$ cat src/rtl/conv3x3_stream.sv
// Streaming 3x3 valid-mode convolution over a raster-ordered 8-bit image.
// Two line buffers feed a 3x3 window; result appears two edges after the accepting pixel.
module conv3x3_stream #(
  parameter int DATA_WIDTH   = 32,
  parameter int PIXEL_SIZE   = 8,
  parameter int KERNEL_SIZE  = 9,
  parameter int COEF_WIDTH   = 8,
  parameter int IMAGE_WIDTH  = 28,
  parameter int IMAGE_HEIGHT = 28,
  parameter int ACC_WIDTH    = 20
) (
  input  logic                              clk,
  input  logic                              reset,
  input  logic [KERNEL_SIZE*DATA_WIDTH-1:0] kernel,
  input  logic [PIXEL_SIZE-1:0]             pixel,
  input  logic                              pixel_valid,
  input  logic                              clear,
  output logic [ACC_WIDTH-1:0]              result_data,
  output logic                              result_valid,
  output logic                              frame_done,
  output logic                              busy
);

  localparam int CW     = $clog2(IMAGE_WIDTH);
  localparam int RW     = $clog2(IMAGE_HEIGHT);
  localparam int PROD_W = PIXEL_SIZE + COEF_WIDTH + 1;
  localparam logic [CW-1:0] COL_LAST = CW'(IMAGE_WIDTH - 1);
  localparam logic [RW-1:0] ROW_LAST = RW'(IMAGE_HEIGHT - 1);

  logic [CW-1:0] col;
  logic [RW-1:0] row;

  logic accept;
  logic frame_start;
  logic win_valid;
  logic win_last;

  logic signed [COEF_WIDTH-1:0] coef [KERNEL_SIZE];
  logic [PIXEL_SIZE-1:0] line_buf0 [IMAGE_WIDTH];
  logic [PIXEL_SIZE-1:0] line_buf1 [IMAGE_WIDTH];
  logic [PIXEL_SIZE-1:0] win [3][3];

  logic                 v1, l1, v2, l2;
  logic [ACC_WIDTH-1:0] sum_c, sum_q;
  logic [KERNEL_SIZE-1:0] unused_kernel_hi;

  // clear wins over pixel_valid: the pixel presented with clear is dropped
  assign accept      = pixel_valid && !clear;
  assign frame_start = accept && (col == '0) && (row == '0);
  assign win_valid   = accept && (row >= RW'(2)) && (col >= CW'(2));
  assign win_last    = accept && (row == ROW_LAST) && (col == COL_LAST);

  // Only the low COEF_WIDTH bits of each kernel word carry the coefficient.
  always_comb begin
    for (int k = 0; k < KERNEL_SIZE; k++)
      unused_kernel_hi[k] = ^kernel[k*DATA_WIDTH+COEF_WIDTH +: DATA_WIDTH-COEF_WIDTH];
  end

  // NOTE: sequential state uses <= so every register samples pre-edge values;
  // blocking here would let stage 2 see this edge's freshly shifted window.
  always_ff @(posedge clk or posedge reset) begin
    if (reset) begin
      col          <= '0;
      row          <= '0;
      v1           <= 1'b0;
      l1           <= 1'b0;
      v2           <= 1'b0;
      l2           <= 1'b0;
      sum_q        <= '0;
      result_data  <= '0;
      result_valid <= 1'b0;
      frame_done   <= 1'b0;
      busy         <= 1'b0;
      for (int k = 0; k < KERNEL_SIZE; k++) coef[k] <= '0;
    end else if (clear) begin
      col          <= '0;
      row          <= '0;
      v1           <= 1'b0;
      l1           <= 1'b0;
      v2           <= 1'b0;
      l2           <= 1'b0;
      result_valid <= 1'b0;
      frame_done   <= 1'b0;
      busy         <= 1'b0;
    end else begin
      v1           <= win_valid;
      l1           <= win_last;
      v2           <= v1;
      l2           <= l1;
      sum_q        <= sum_c;
      result_valid <= v2;
      frame_done   <= v2 && l2;
      if (v2) result_data <= sum_q;

      if (accept) begin
        if (col == COL_LAST) begin
          col <= '0;
          row <= (row == ROW_LAST) ? '0 : row + 1'b1;
        end else begin
          col <= col + 1'b1;
        end
      end

      // Coefficients are frozen for the frame; stage 2 of the previous frame
      // still reads the old copy on this same edge.
      if (frame_start) begin
        for (int k = 0; k < KERNEL_SIZE; k++)
          coef[k] <= kernel[k*DATA_WIDTH +: COEF_WIDTH];
      end

      // A frame that started back-to-back keeps busy high past the old frame_done
      if (frame_start)
        busy <= 1'b1;
      else if (frame_done && (col == '0) && (row == '0))
        busy <= 1'b0;
    end
  end

  // NOTE: line buffers and window are storage, not control; they are refilled
  // before any window they hold can be marked valid, so they carry no reset.
  always_ff @(posedge clk) begin
    if (accept) begin
      for (int r = 0; r < 3; r++) begin
        win[r][0] <= win[r][1];
        win[r][1] <= win[r][2];
      end
      win[0][2]      <= line_buf1[col];
      win[1][2]      <= line_buf0[col];
      win[2][2]      <= pixel;
      line_buf1[col] <= line_buf0[col];
      line_buf0[col] <= pixel;
    end
  end

  // NOTE: every variable gets a default at the top of always_comb so no path
  // leaves it unassigned and no latch is inferred.
  always_comb begin
    logic signed [PROD_W-1:0] px_ext;
    logic signed [PROD_W-1:0] cf_ext;
    logic signed [PROD_W-1:0] prod;
    sum_c  = '0;
    px_ext = '0;
    cf_ext = '0;
    prod   = '0;
    for (int i = 0; i < 3; i++) begin
      for (int j = 0; j < 3; j++) begin
        px_ext = {{(PROD_W-PIXEL_SIZE){1'b0}}, win[i][j]};
        cf_ext = {{(PROD_W-COEF_WIDTH){coef[i*3+j][COEF_WIDTH-1]}}, coef[i*3+j]};
        prod   = px_ext * cf_ext;
        sum_c  = sum_c + {{(ACC_WIDTH-PROD_W){prod[PROD_W-1]}}, prod};
      end
    end
  end

endmodule

$ cat config.mk
export PLATFORM = sky130hd
export DESIGN_NAME = conv3x3_stream
export DESIGN_NICKNAME = d
export VERILOG_FILES = /design/src/rtl/conv3x3_stream.sv
export SDC_FILE = /design/constraint.sdc
export NUM_CORES = 2
export LEC_CHECK = 0
export CORE_MARGIN = 1
export CORE_UTILIZATION = 66
export DETAILED_ROUTE_END_ITERATION = 16
export PLACE_DENSITY_LB_ADDON = 0.1
export SYNTH_ARGS = -nofsm -noshare
export SYNTH_HDL_FRONTEND = slang
export SYNTH_SLANG_ARGS = --single-unit
export TNS_END_PERCENT = 1
$ cat constraint.sdc
create_clock -name clk -period 26.9 [get_ports clk]
set_clock_uncertainty 0.15 [all_clocks]
set_input_delay 5.38 -clock clk [delete_from_list [all_inputs] [get_ports clk]]
set_output_delay 5.38 -clock clk [all_outputs]
set_load 0.01 [all_outputs]
==> metrics.json <==
{
  "cts_tree": "built",
  "clk_root_buffer_cell": "sky130_fd_sc_hd__clkbuf_16",
  "post_synth.cell_area_avg_um2": 12.9,
  "coreArea_um2": 70600,
  "critical_path_most_common_cell": "sky130_fd_sc_hd__fa_1",
  "mappedNetlistArea_um2": 47500,
  "synth_top_area_cell": "sky130_fd_sc_hd__edfxtp_1",
  "number_of_global_route_vias_before_repair": 31000,
  "worst_slew_margin_pct": 9.15,
  "area.growth.synth_to_final_pct": 9.56,
  "die_area_um2": 73000,
  "required_ns": 27.23,
  "clock_insertion_delay_worst_skew_ns": 0.64,
  "post_route_cells_drive_above_1_share_pct": 9.90,
  "post-dp-hpwl_um": 84100,
  "overflow": 0,
  "antenna_left": 0,
  "yosysSeqAreaShare_pct": 39.7,
  "number_of_buffers_created_by_cts": 69,
  "cp_slowest_cell": "sky130_fd_sc_hd__fa_1",
  "numClockSinks": 649,
  "drt_iter0_markers": 2056,
  "min_path_type": "register to register",
  "place_congestion": 0.951,
  "max_cap_violations": 0,
  "globalRouteTotalUtil_pct": 32.0,
  "worstSetupEndpointType": "register",
  "synth-seq-cells": 649,
  "ctsHtreeMaxLevel": 3,
  "vias": 28400,
  "timing.final.crit_share_pct": 39.6,
  "die-height_um": 270,
  "finalSetupViolCount": 0,
  "synth.net_count": 4888,
  "drt-pass1-iter-count": 6,
  "starting_utilization_of_the_core_area_pct": 67.2,
  "final.fill_count": 4640,
  "synth_largest_type_area_fraction_pct": 32.9,
  "critical_path.max_fanout": 9,
  "dieWidth_um": 270,
  "hold_buf_cts": 0,
  "yosysMostFrequentCell": "sky130_fd_sc_hd__inv_1",
  "timing.fmax_mhz": 93.9,
  "delay_contributed_by_the_slowest_stage_of_the_critical_path_ns": 0.63,
  "synth.top_cells.by_area": "sky130_fd_sc_hd__edfxtp_1, sky130_fd_sc_hd__fa_1, sky130_fd_sc_hd__ha_1, sky130_fd_sc_hd__dfrtp_1, sky130_fd_sc_hd__inv_1",
  "post_cts_resize_count": 0,
  "num_io_pins": 323,
  "n_antenna_cell": 0,
  "cpLargestDelayFamily": "adder cells",
  "wire_per_inst_um": 23.3,
  "tightest_slew_ns": 1.36,
  "number_of_antenna_violations_at_the_first_check_in_global_routing": 0,
  "num-nets-final": 5027,
  "run_status": "finished clean",
  "rsz_0062_raised_after_global_routing": "no",
  "clock_path_buffers": 3,
  "drc": 0,
  "ff_latch_area_um2": 18900,
  "report.final.hold_viol_count": 0,
  "buffer_ports.inserted": 106,
  "area_of_the_multi_input_gates_um2": 25700,
  "tns_ns": 0,
  "grt_first_pass_wirelength_um": 177000,
  "timing.critical_path.from_type": "register",
  "post_synth_inst_count": 3685,
  "worst-endpoint-arrival_ns": 10.98,
  "cp.buffers_inverters": 7,
  "ys_async_sr_fraction_pct": 19.9,
  "postSynth.topFlopCell": "sky130_fd_sc_hd__edfxtp_1",
  "finalWirelength_um": 112000,
  "kind_of_critical_path": "register to register",
  "slew_viol_final": 0,
  "clk_pin_slew_worst_paths_ns": 0.06,
  "synth_enable_flop_cells": 520,
  "cts_setup_buffers": 0,
  "grt_max_degree": 98,
  "yosys-top-cells-count": "sky130_fd_sc_hd__inv_1, sky130_fd_sc_hd__edfxtp_1, sky130_fd_sc_hd__fa_1",
  "routed_via_density": 5.88,
  "post-route-min-period_ns": 10.65,
  "ys_warn_count": 0,
  "ys_types": 59,
  "row_count": 97
}
-- layout make-up --
| cell class | instances | share of cell area [%] |
|---|---|---|
| multi-input combinational | 2251 | 49.3 |
| tap | 940 | 2.26 |
| sequential | 649 | 36.2 |
| clock inverter | 34 | 0.743 |
| inverter | 709 | 5.13 |
| clock buffer | 91 | 3.68 |
| timing repair buffer | 144 | 2.60 |
-- path summary, 6_finish.rpt --
path                       startpoint         endpoint  slack, ns  depth (start not counted)
setup / recovery           win[0][52]        sum_q[17]      16.25                         32
hold / removal                     l2       frame_done       0.30                          1
setup reg to reg           win[0][52]        sum_q[17]      16.25                         32
hold reg to reg                    l2       frame_done       0.30                          1
max in group asynchronous       reset         coef[36]      20.20                          3
min in group asynchronous       reset  result_data[12]       5.10                          2
-- metrics by stage --
step	util, %	hold WS, ns	cell area [um2]	instances	setup slack (ns)
after floorplan	-	0.278	47500	3685	17.48
after global placement	70.4	0.284	49700	4693	16.46
after detailed placement	70.4	0.289	49700	4693	16.33
after CTS	73.6	0.303	52000	4818	16.25
after global routing	73.6	0.315	52000	4818	15.84
final	73.6	0.299	52000	4818	16.25
-- worst reg2reg max path: cells and delay by family (launching register included) --
kind | cells | cell delay [ns]
fa+ha+maj | 14 | 6.96
compound gates | 8 | 1.69
flops | 1 | 0.57
xor+xnor | 2 | 0.57
buf+inv | 7 | 0.42
simple gates | 1 | 0.15
-- cell families (layout without fill, tap and decap cells) --
kind of cell / Yosys count / after routing / synth area share, %
AO/OA/AOI/OAI: 249 / 249 / 3.53
XOR/XNOR: 72 / 72 / 1.33
adder cells (fa/ha/maj): 903 / 903 / 31.7
buffers and inverters: 785 / 978 / 6.44
flip-flops: 649 / 649 / 39.7
multiplexers: 238 / 238 / 8.81
AND/OR/NAND/NOR: 789 / 789 / 8.48
-- layout by cell type (no fill, tap or decap), drive strengths merged, types with 5 or more instances in the layout --
master and n:
o211ai 6, nand2 246, o21a 12, inv 713
edfxtp 520, clkinv 27, nor3 22, mux4 113
nand2b 49, clkbuf 91, mux2i 23, a2111oi 5
o21ai 48, xor2 29, fa 501, nor2 102
a21o 28, buf 39, a221o 5, nor2b 23
xnor2 43, dfrtp 129, a21oi 61, and2 320
ha 402, a22oi 6, a222oi 7, mux2 102
o31ai 11, a31oi 5, a211oi 8, o22ai 7
a22o 12, nand3 14, or3 7, clkdlybuf4s50 105
-- sequential cells by signal, indices dropped and copies added (netlist names) --
name	cells
row	5
l2	1
frame_done	1
line_buf0	224
v2	1
v1	1
win	72
line_buf1	224
result_valid	1
l1	1
result_data	20
col	5
busy	1
sum_q	20
coef	72
-- metal layers --
layer  up-vias  part of all wire (%)  GRT usage (%)
li1      12500                     -              -
met1     14600                    38           41.2
met2      1058                    51           55.5
met3       266                   6.2           4.40
met4         0                   4.2           12.3
met5         -                     0              0
Power is not shown: default switching activity piles up to over one toggle a cycle in this logic, so the estimate is an artifact.
